<file path="config.mk">
export PLATFORM = sky130hd
export DESIGN_NAME = unstriping_flat
export DESIGN_NICKNAME = d
export VERILOG_FILES = /design/src/rtl/unstriping_if.sv /design/src/rtl/unstriping.sv /design/src/flat_wrapper.sv
export SDC_FILE = /design/constraint.sdc
export NUM_CORES = 1
export LEC_CHECK = 0
export BUFFER_PORTS_ARGS = -buffer_cell sky130_fd_sc_hd__buf_4
export CAP_MARGIN = 40
export CORE_MARGIN = 5
export CORE_UTILIZATION = 25
export CTS_CLUSTER_SIZE = 12
export DETAILED_ROUTE_END_ITERATION = 8
export GPL_TIMING_DRIVEN = 0
export PLACE_DENSITY = 0.37
export SKIP_LAST_GASP = 1
export SYNTH_ARGS = -nofsm -noshare
export SYNTH_HDL_FRONTEND = slang
export SYNTH_SLANG_ARGS = --single-unit
</file>
<file path="constraint.sdc">
create_clock -name clk_2f -period 3.92 [get_ports clk_2f]
set_input_delay 0.588 -clock clk_2f [delete_from_list [all_inputs] [get_ports clk_2f]]
set_output_delay 0.588 -clock clk_2f [all_outputs]
set_load 0.02 [all_outputs]
</file>
<file path="src/rtl/unstriping_if.sv">
// Lane-side and merged-side signals of the two-lane unstriping block.
// The lane producer drives through master; the unstriping block uses slave.
interface unstriping_if #(
    parameter int unsigned DATA_WIDTH = 32
);
    logic [DATA_WIDTH-1:0] lane_0;
    logic                  valid_0;
    logic [DATA_WIDTH-1:0] lane_1;
    logic                  valid_1;
    logic [DATA_WIDTH-1:0] data_out;
    logic                  valid_out;
    logic                  overflow;

    modport master (
        output lane_0, valid_0, lane_1, valid_1,
        input  data_out, valid_out, overflow
    );

    modport slave (
        input  lane_0, valid_0, lane_1, valid_1,
        output data_out, valid_out, overflow
    );
endinterface

</file>
<file path="src/rtl/unstriping.sv">
// Merges two independently-valid lanes back into one word stream, strictly alternating
// lane 0, lane 1, ..., with a small FIFO per lane to absorb inter-lane skew.
module unstriping #(
    parameter int unsigned DATA_WIDTH = 32,
    parameter int unsigned FIFO_DEPTH = 4
) (
    input  logic       clk_2f,
    input  logic       reset,
    unstriping_if.slave bus
);
    // FIFO_DEPTH is a power of two, so pointers wrap by natural overflow.
    localparam int unsigned PtrW = (FIFO_DEPTH > 1) ? $clog2(FIFO_DEPTH) : 1;
    localparam int unsigned CntW = $clog2(FIFO_DEPTH + 1);
    localparam logic [CntW-1:0] CntFull = CntW'(FIFO_DEPTH);

    localparam logic SEL0 = 1'b0;
    localparam logic SEL1 = 1'b1;

    logic [DATA_WIDTH-1:0] mem_q [2][FIFO_DEPTH];

    logic [1:0][PtrW-1:0]       wr_ptr_q, wr_ptr_d;
    logic [1:0][PtrW-1:0]       rd_ptr_q, rd_ptr_d;
    logic [1:0][CntW-1:0]       cnt_q, cnt_d;
    logic [1:0][DATA_WIDTH-1:0] lane_data;
    logic [1:0]                 lane_valid;
    logic [1:0]                 pop;
    logic [1:0]                 push;
    logic [1:0]                 drop;

    logic                  state_q, state_d;
    logic [DATA_WIDTH-1:0] data_out_q, data_out_d;
    logic                  valid_out_q, valid_out_d;
    logic                  overflow_q, overflow_d;

    always_comb begin
        lane_data  = {bus.lane_1, bus.lane_0};
        lane_valid = {bus.valid_1, bus.valid_0};

        // Only the selected lane may pop; the other waits even if it holds data.
        pop[0] = (state_q == SEL0) && (cnt_q[0] != '0);
        pop[1] = (state_q == SEL1) && (cnt_q[1] != '0);

        for (int i = 0; i < 2; i++) begin
            push[i] = lane_valid[i] && ((cnt_q[i] != CntFull) || pop[i]);
            drop[i] = lane_valid[i] && !push[i];

            wr_ptr_d[i] = push[i] ? wr_ptr_q[i] + PtrW'(1) : wr_ptr_q[i];
            rd_ptr_d[i] = pop[i]  ? rd_ptr_q[i] + PtrW'(1) : rd_ptr_q[i];

            cnt_d[i] = cnt_q[i];
            if (push[i] && !pop[i]) begin
                cnt_d[i] = cnt_q[i] + CntW'(1);
            end else if (!push[i] && pop[i]) begin
                cnt_d[i] = cnt_q[i] - CntW'(1);
            end
        end
    end

    always_comb begin
        state_d     = state_q;
        data_out_d  = '0;
        valid_out_d = 1'b0;
        case (state_q)
            SEL0: begin
                if (pop[0]) begin
                    data_out_d  = mem_q[0][rd_ptr_q[0]];
                    valid_out_d = 1'b1;
                    state_d     = SEL1;
                end
            end
            default: begin
                if (pop[1]) begin
                    data_out_d  = mem_q[1][rd_ptr_q[1]];
                    valid_out_d = 1'b1;
                    state_d     = SEL0;
                end
            end
        endcase
        overflow_d = overflow_q | (|drop);
    end

    always_ff @(posedge clk_2f) begin
        if (reset) begin
            wr_ptr_q    <= '0;
            rd_ptr_q    <= '0;
            cnt_q       <= '0;
            state_q     <= SEL0;
            data_out_q  <= '0;
            valid_out_q <= 1'b0;
            overflow_q  <= 1'b0;
        end else begin
            wr_ptr_q    <= wr_ptr_d;
            rd_ptr_q    <= rd_ptr_d;
            cnt_q       <= cnt_d;
            state_q     <= state_d;
            data_out_q  <= data_out_d;
            valid_out_q <= valid_out_d;
            overflow_q  <= overflow_d;
        end
    end

    // Storage needs no reset: the counts alone decide what is readable.
    always_ff @(posedge clk_2f) begin
        for (int i = 0; i < 2; i++) begin
            if (!reset && push[i]) begin
                mem_q[i][wr_ptr_q[i]] <= lane_data[i];
            end
        end
    end

    assign bus.data_out  = data_out_q;
    assign bus.valid_out = valid_out_q;
    assign bus.overflow  = overflow_q;

endmodule

</file>
<file path="src/flat_wrapper.sv">
// flat-port wrapper written by rule: the top's interface ports become plain ports
module unstriping_flat 
#(
    parameter int unsigned DATA_WIDTH = 32,
    parameter int unsigned FIFO_DEPTH = 4
)
  (clk_2f, reset, bus_lane_0, bus_valid_0, bus_lane_1, bus_valid_1, bus_data_out, bus_valid_out, bus_overflow);
  unstriping_if #(.DATA_WIDTH(DATA_WIDTH)) bus_i ();
  input  logic clk_2f;
  input  logic reset;
  input wire logic [$bits(bus_i.lane_0)-1:0] bus_lane_0;
  input wire logic [$bits(bus_i.valid_0)-1:0] bus_valid_0;
  input wire logic [$bits(bus_i.lane_1)-1:0] bus_lane_1;
  input wire logic [$bits(bus_i.valid_1)-1:0] bus_valid_1;
  output wire logic [$bits(bus_i.data_out)-1:0] bus_data_out;
  output wire logic [$bits(bus_i.valid_out)-1:0] bus_valid_out;
  output wire logic [$bits(bus_i.overflow)-1:0] bus_overflow;
  assign bus_i.lane_0 = bus_lane_0;
  assign bus_i.valid_0 = bus_valid_0;
  assign bus_i.lane_1 = bus_lane_1;
  assign bus_i.valid_1 = bus_valid_1;
  assign bus_data_out = bus_i.data_out;
  assign bus_valid_out = bus_i.valid_out;
  assign bus_overflow = bus_i.overflow;
  unstriping #(.DATA_WIDTH(DATA_WIDTH), .FIFO_DEPTH(FIFO_DEPTH)) u_core (.clk_2f(clk_2f), .reset(reset), .bus(bus_i));
endmodule
</file>
==> results of run 1 <==
==> cell type report <==
type	instances	area, um^2
clock inverters	14	154
multi-input cells	171	2330
plain buffers	25	170
clock buffers	52	1010
inverters	9	33.8
repair buffers	110	930
flip-flops and latches	305	8670
well taps	592	741
fillers	4257	30200
==> how the worst max path moves through the flow <==
stage          slack (ns)                        endpoint  depth (start not counted)
2_1_floorplan        1.67    u_core.mem_q[0][0]$_DFFE_PP_                          3
3_3_place_gp         0.47   u_core.mem_q[0][47]$_DFFE_PP_                          4
3_5_place_dp         1.36  u_core.mem_q[0][227]$_DFFE_PP_                          5
4_1_cts              1.59    u_core.cnt_q[5]$_SDFFE_PP0P_                          9
5_1_grt              1.40    u_core.cnt_q[5]$_SDFFE_PP0P_                          9
6_report             1.60    u_core.cnt_q[5]$_SDFFE_PP0P_                          9
==> cell families after synthesis <==
kind of cell | Yosys count | share of synthesized area
fa+ha+maj | 12 | 0.0148
mux | 66 | 0.132
compound gates | 53 | 0.0371
flops | 305 | 0.775
buf+inv | 34 | 0.0182
simple gates | 34 | 0.0182
xor+xnor | 6 | 0.00470
==> cell usage in the layout, fill, tap and decap left out, types with 2 or more instances in the layout <==
cell	n
dfxtp_1	49
xor2_1	6
ha_1	10
a21oi_1	9
clkinv_1	5
clkinv_2	4
nor2_1	11
mux4_1	5
clkbuf_1	19
o21ai_0	7
edfxtp_1	256
buf_6	6
a22o_1	32
clkbuf_16	38
nand3b_1	2
inv_1	8
nor3_1	3
mux2i_1	2
or3_1	5
buf_12	9
bufinv_16	3
and2_2	8
buf_4	104
fa_1	2
mux4_2	59
buf_2	9
==> per-layer routing <==
| layer | wire length, um | vias to the layer above | part of all wire |
|---|---|---|---|
| li1 | - | 2406 | - |
| met1 | 11400 | 2817 | 0.42 |
| met2 | 13400 | 128 | 0.50 |
| met3 | 1510 | 48 | 0.056 |
| met4 | 567 | 10 | 0.021 |
| met5 | 69 | - | 0.0026 |
==> sequential cells by signal (all words and copies together), names as in the netlist <==
| name | count |
|---|---|
| u_core.bus.data_out | 32 |
| u_core.bus.overflow | 1 |
| u_core.bus.valid_out | 1 |
| u_core.cnt_q | 6 |
| u_core.mem_q | 256 |
| u_core.rd_ptr_q | 4 |
| u_core.state_q | 1 |
| u_core.wr_ptr_q | 4 |
==> stage by stage <==
stage | util | instance area [um^2] | total power, uW
floorplan | - | 11200 | 5350
finish | 0.317 | 14000 | 9260
detailed placement | 0.291 | 12900 | 6140
CTS | 0.317 | 14000 | 9470
global placement | 0.287 | 12700 | 6060
global route | 0.317 | 14000 | 9740
==> power by group through the flow <==
stage	clock [uW]	combinational [uW]	sequential, uW
detailed placement	0	2130	4010
finish	3260	2060	3940
global placement	0	2060	4000
CTS	3390	2140	3940
floorplan	0	1210	4140
global route	3520	2250	3970
==> results.sh, run 1 <==
export IMPL_ctsHtreeMaxLevel=2
export IMPL_gr_usage_met1=0.136
export IMPL_pwr_share_seq=0.425
export IMPL_netlist_instances=510
export IMPL_grt_util_met2=0.185
export IMPL_wl_um=27000
export IMPL_wl_per_cell_um=21.1
export IMPL_grt_max_degree=21
export IMPL_clk_pin_slew_ns=0.06
export IMPL_dp_cells=1212
export IMPL_hold_slack_ns=0.270
export IMPL_cp_end_kind="register"
export IMPL_drt_pass1_iterations=4
export IMPL_r2r_slack_ns=1.60
export IMPL_num_io_pins=102
export IMPL_clockBufferDepth=3
export IMPL_crit_required_ns=4.35
export IMPL_cts_resized=0
export IMPL_nets=739
export IMPL_path_buf_inv=2
export IMPL_powerDensity_mw_per_mm2=659
export IMPL_syn_area_mm2=0.0112
export IMPL_arrival_ns=2.75
export IMPL_syn2layout_area_growth_pct=25.4
export IMPL_relSlewSlack=0.466
export IMPL_dp_hpwl_um=17900
export IMPL_reg2reg_from="u_core.state_q$_SDFF_PP0_"
export IMPL_grt_pass1_vias=6189
export IMPL_cp_top_family="simple AND/OR/NAND/NOR gates"
export IMPL_yosysUniqueCellTypes=34
export IMPL_num_rows=77
export IMPL_grt_total_usage=0.109
export IMPL_synth_async_reset_ratio=0
export IMPL_crit_type="reg -> reg"
export IMPL_grt_busiest_layer="met2"
export IMPL_die_x_um=222
export IMPL_io_buffers=101
export IMPL_synth_top_area_cell="edfxtp_1"
export IMPL_sw_frac_of_total=0.264
export IMPL_finalCriticalPeriod_ns=2.32
export IMPL_synth_most_common_cell="edfxtp_1"
export IMPL_ys_flop_type="edfxtp_1"
export IMPL_drtIter0Drc=287
export IMPL_diodes=0
export IMPL_clockRootBuffer="clkbuf_16"
export IMPL_tightest_slew_ns=0.795
export IMPL_drv_slew=0
export IMPL_place_gp_congestion=0.648
export IMPL_die_h_um=222
export IMPL_path_max_fanout=10
export IMPL_synth_fp_nets=590
export IMPL_clkPwrFrac=0.352
export IMPL_final_cells=1278
export IMPL_path_cells="buf_4 > nor4b_2 > nor2_1 > ha_1 > inv_1 > fa_1 > xor2_1 > or3_1 > a21oi_1"
export IMPL_max_stage_delay_ns=0.58
export IMPL_pwr_share_comb=0.223
export IMPL_ys_top_cells_by_count="edfxtp_1, mux4_2, dfxtp_1, a22o_1, nor2_1"
export IMPL_ir_drop_mv=0.275
export IMPL_grt_pass1_wl_um=40100
export IMPL_grt_use_met3=0.0324
export IMPL_p_sw_uw=2450
export IMPL_reg2reg_depth=9
export IMPL_clock_skew_ns=0.0114
export IMPL_setup_violations=0
export IMPL_seq_area_frac_synth=0.775
export IMPL_p_leak_uw=0.00471
export IMPL_setup_tns_final_ns=0
export IMPL_whs_path_depth=1
export IMPL_cts_tree="yes"
export IMPL_syn_area_per_cell_um2=21.9
export IMPL_r2r_end="u_core.cnt_q[5]$_SDFFE_PP0P_"
export IMPL_slowest_stage="nor4b_2"
export IMPL_status="complete, no violations"
export IMPL_ctsHoldBuffers=0
export IMPL_ant_nets=0
export IMPL_yosys_warnings=0
export IMPL_drive_gt1_frac=0.362
export IMPL_fmax_mhz=431
export IMPL_antenna_found_initial=5
export IMPL_fin_crit_sh=0.592
export IMPL_whs_endpoint="u_core.mem_q[0][90]$_DFFE_PP_"
export IMPL_clk_latency_ns=0.52
export IMPL_final_hold_violation_count=0
export IMPL_num_vias=5409
export IMPL_dp_slack_ns=1.36
export IMPL_hold_start="bus_lane_0[26]"
export IMPL_rsz0062_at_grt="no"
export IMPL_drc_errors=0
export IMPL_critPathLaunch="u_core.state_q$_SDFF_PP0_"
export IMPL_fin_ws_ns=1.60
export IMPL_cts_buffers=37
export IMPL_ys_ff_latch=305
export IMPL_viasPerCell=4.23
export IMPL_p_int_uw=6810
export IMPL_maxCapViolations=0
export IMPL_hp_class="in -> reg"
export IMPL_core_area_mm2=0.0442
export IMPL_start_util=0.253
export IMPL_synth_top_area_share=0.687
export IMPL_dieArea_mm2=0.0491
export IMPL_synth_edf_count=256
export IMPL_grt_overflow=0
export IMPL_start_kind="register"
export IMPL_cts_sinks=305
export IMPL_cts_setup_buffers=0
export IMPL_synth_area_leaders="edfxtp_1, mux4_2, dfxtp_1, a22o_1, mux4_1"
Note: power is estimated with default switching activity, not from simulation.
==> run 2, diff against run 1 <==
--- a/config.mk
+++ b/config.mk
@@ -5,6 +5,7 @@
 export SDC_FILE = /design/constraint.sdc
 export NUM_CORES = 1
 export LEC_CHECK = 0
+export ABC_AREA = 1
 export BUFFER_PORTS_ARGS = -buffer_cell sky130_fd_sc_hd__buf_4
 export CAP_MARGIN = 40
 export CORE_MARGIN = 5
@@ -12,7 +13,7 @@
 export CTS_CLUSTER_SIZE = 12
 export DETAILED_ROUTE_END_ITERATION = 8
 export GPL_TIMING_DRIVEN = 0
-export PLACE_DENSITY = 0.37
+export PLACE_DENSITY = 0.38
 export SKIP_LAST_GASP = 1
 export SYNTH_ARGS = -nofsm -noshare
 export SYNTH_HDL_FRONTEND = slang
==> constraint.sdc (replaced) <==
create_clock -name clk_2f -period 2 [get_ports clk_2f]
set_input_delay 0.3 -clock clk_2f [delete_from_list [all_inputs] [get_ports clk_2f]]
set_output_delay 0.3 -clock clk_2f [all_outputs]
set_load 0.02 [all_outputs]
==> run 2 against run 1 <==
Largest power group unchanged. Register-to-register slack worse by 1.5 ns. Largest cell class unchanged. Critical endpoint is now u_core.mem_q[0][212]$_DFFE_PP_. Highest routed layer unchanged. Non-clock buffer count up 105. Wire length up 27%.
==> results.sh, run 2 <==
export IMPL_ir_drop_mv=0.542
export IMPL_regArea_mm2=0.00868
export IMPL_syn2layout_area_growth_pct=30.9
export IMPL_yosysUniqueCellTypes=20
export IMPL_drv_slew=0
export IMPL_ys_ff_latch=305
export IMPL_r2r_end="u_core.mem_q[0][212]$_DFFE_PP_"
export IMPL_pwr_share_seq=0.379
export IMPL_num_io_pins=102
export IMPL_grt_pass1_vias=8662
export IMPL_antenna_found_initial=2
export IMPL_grt_total_usage=0.121
export IMPL_place_gp_congestion=0.720
export IMPL_crit_type="reg -> reg"
export IMPL_status="complete, no violations"
export IMPL_r2r_slack_ns=0.12
export IMPL_nFillCells=5179
export IMPL_path_max_fanout=15
export IMPL_maxCapViolations=0
export IMPL_drive_gt1_frac=0.163
export IMPL_fmax_mhz=531
export IMPL_multi_input_area_mm2=0.00282
export IMPL_netlist_instances=1276
export IMPL_critPathLaunch="u_core.state_q$_SDFF_PP0_"
export IMPL_design_area_mm2=0.0168
export IMPL_ys_flop_type="edfxtp_1"
export IMPL_core_area_mm2=0.0510
export IMPL_dieArea_mm2=0.0559
export IMPL_syn_area_per_cell_um2=10.0
export IMPL_p_int_uw=13800
export IMPL_ant_nets=0
export IMPL_path_cells="inv_2 > nand3_1 > nand2_2 > inv_2 > buf_4 > nand2_1 > nor2_4 > buf_16"
export IMPL_place_area_mm2=0.0147
export IMPL_grt_pass1_wl_um=52300
export IMPL_start_kind="register"
export IMPL_cts_tree="yes"
export IMPL_finalCriticalPeriod_ns=1.88
export IMPL_start_util=0.251
export IMPL_cp_top_family="simple AND/OR/NAND/NOR gates"
export IMPL_synth_top_area_cell="edfxtp_1"
export IMPL_clock_skew_ns=0.0249
export IMPL_dp_hpwl_um=23400
export IMPL_synth_most_common_cell="nand2_1"
export IMPL_final_cells=2212
export IMPL_clockRootBuffer="clkbuf_16"
export IMPL_crit_required_ns=2.23
export IMPL_reg2reg_from="u_core.state_q$_SDFF_PP0_"
export IMPL_slowest_stage="dfxtp_4"
export IMPL_ctsHtreeMaxLevel=2
export IMPL_largest_reg_flops=256
export IMPL_synth_edf_count=256
export IMPL_viasPerCell=3.89
export IMPL_pwr_share_comb=0.301
export IMPL_io_buffers=100
export IMPL_p_leak_uw=0.00739
export IMPL_num_rows=83
export IMPL_rsz0062_at_grt="no"
export IMPL_path_buf_inv=4
export IMPL_synth_async_reset_ratio=0
export IMPL_final_common_cell="nand2_1"
export IMPL_final_hold_violation_count=0
export IMPL_tightest_slew_ns=0.674
export IMPL_yosys_warnings=0
export IMPL_cp_end_kind="register"
export IMPL_clockBufferDepth=3
export IMPL_clk_pin_slew_ns=0.06
export IMPL_clkPwrFrac=0.320
export IMPL_cts_buffers=37
export IMPL_clk_latency_ns=0.54
export IMPL_ys_top_cells_by_count="nand2_1, inv_1, edfxtp_1, nand3_1, dfxtp_1"
export IMPL_die_h_um=236
export IMPL_drtIter0Drc=400
export IMPL_synth_top_area_share=0.600
export IMPL_syn_area_mm2=0.0128
export IMPL_die_x_um=236
export IMPL_cts_sinks=305
export IMPL_endpoint="u_core.mem_q[0][212]$_DFFE_PP_"
export IMPL_synth_area_leaders="edfxtp_1, nand2_1, inv_1, dfxtp_1, nand3_1"
export IMPL_drt_pass1_iterations=4
export IMPL_dp_cells=2065
export IMPL_wl_per_cell_um=15.5
export IMPL_max_stage_delay_ns=0.39
export IMPL_drc_errors=0
export IMPL_grt_max_degree=22
export IMPL_synth_fp_nets=1356
export IMPL_hold_slack_ns=0.162
export IMPL_path_depth=8
export IMPL_timing_critical_path_mode_cell="inv_2"
export IMPL_sw_frac_of_total=0.335
export IMPL_grt_overflow=0
export IMPL_powerDensity_mw_per_mm2=1240
export IMPL_arrival_ns=2.11
export IMPL_hp_class="in -> reg"
export IMPL_p_sw_uw=6940
export IMPL_setup_violations=0
export IMPL_fin_crit_sh=0.942
export IMPL_num_vias=8604
export IMPL_layout_common_cells="nand2_1, inv_1, edfxtp_1, nand3_1, buf_4"
export IMPL_wl_um=34300
export IMPL_reg2reg_depth=8
export IMPL_relSlewSlack=0.551
export IMPL_nets=1582
export IMPL_seq_area_frac_synth=0.677
## run 2: cell types whose count changed after synthesis, moves of 13 or more
cell     change
buf_4       +13
mux4_2      -59
nor2_1      +19
a21oi_1     +27
inv_1      +270
nand3_1    +132
nand2_1    +399
a22o_1      -32
## run 2: per-layer routing
layer  vias to the layer above  wire [um]  GRT usage
met1                      3975      15800      0.155
li1                       4435          -          -
met5                         -          7          0
met2                       132      16400      0.209
met4                         2        889     0.0404
met3                        60       1240     0.0217
## run 2: logic make-up (layout without fill, tap and decap cells)
group	count (synthesis)	after routing	share of synthesized area
simple gates	565	565	0.179
buf+inv	342	597	0.110
flops	305	305	0.677
compound gates	51	51	0.0199
fa+ha+maj	12	12	0.0129
xor+xnor	1	1	0.000684
other cells	0	1	0
## run 2: through the flow
| step | total power (uW) | setup slack [ns] | TNS (ns) | util |
|---|---|---|---|---|
| 4_1_cts | 21100 | 0.0159 | 0 | 0.328 |
| 5_1_grt | 22000 | 0.00988 | 0 | 0.329 |
| 6_report | 20700 | 0.116 | 0 | 0.329 |
| 3_5_place_dp | 14100 | -0.424 | -51.53 | 0.288 |
| 2_1_floorplan | 11600 | -0.0625 | -14.32 | - |
| 3_3_place_gp | 14000 | -1.30 | -319.46 | 0.283 |
## run 2: repair_timing
action                                 4_1_cts  5_1_grt
hold buffers                                64        0
gates resized for setup                      3       12
endpoints found under the hold margin      256        0
setup endpoints to repair                  179        3
pin swaps                                    5        1
setup buffers                               11        3
## run 2: layout make-up
class | count | share of cell area
sequential | 305 | 0.517
multi-input combinational | 629 | 0.168
timing repair buffer | 187 | 0.107
clock buffer | 54 | 0.0652
inverter | 289 | 0.0647
tap | 680 | 0.0507
buffer | 53 | 0.0197
clock inverter | 14 | 0.00701
antenna | 1 | 0.000149
## run 2: how the worst min path moves through the flow
stage / from / end / slack, ns / depth (start not counted)
3_3_place_gp: u_core.bus.overflow$_SDFF_PP0_ / u_core.bus.overflow$_SDFF_PP0_ / 0.47 / 2
4_1_cts: bus_valid_0 / u_core.wr_ptr_q[1]$_SDFFE_PP0N_ / 0.12 / 4
3_5_place_dp: u_core.bus.overflow$_SDFF_PP0_ / u_core.bus.overflow$_SDFF_PP0_ / 0.47 / 2
2_1_floorplan: bus_lane_0[0] / u_core.mem_q[0][0]$_DFFE_PP_ / 0.40 / 0
6_report: bus_valid_1 / u_core.wr_ptr_q[2]$_SDFFE_PP0N_ / 0.16 / 4
5_1_grt: bus_valid_1 / u_core.wr_ptr_q[2]$_SDFFE_PP0N_ / 0.16 / 4
## run 2: power groups by stage
stage | Combinational [uW] | Sequential (uW) | Clock [uW]
global placement | 6050 | 7990 | 0
floorplan | 3320 | 8260 | 0
detailed placement | 6160 | 7980 | 0
finish | 6230 | 7850 | 6640
CTS | 6350 | 7850 | 6880
global route | 6950 | 7920 | 7140
## run 2: worst reg2reg max path: cells and delay by family (launching register included)
kind / cells / cell delay [ns]
simple gates: 4 / 0.71
flops: 1 / 0.39
buf+inv: 4 / 0.46
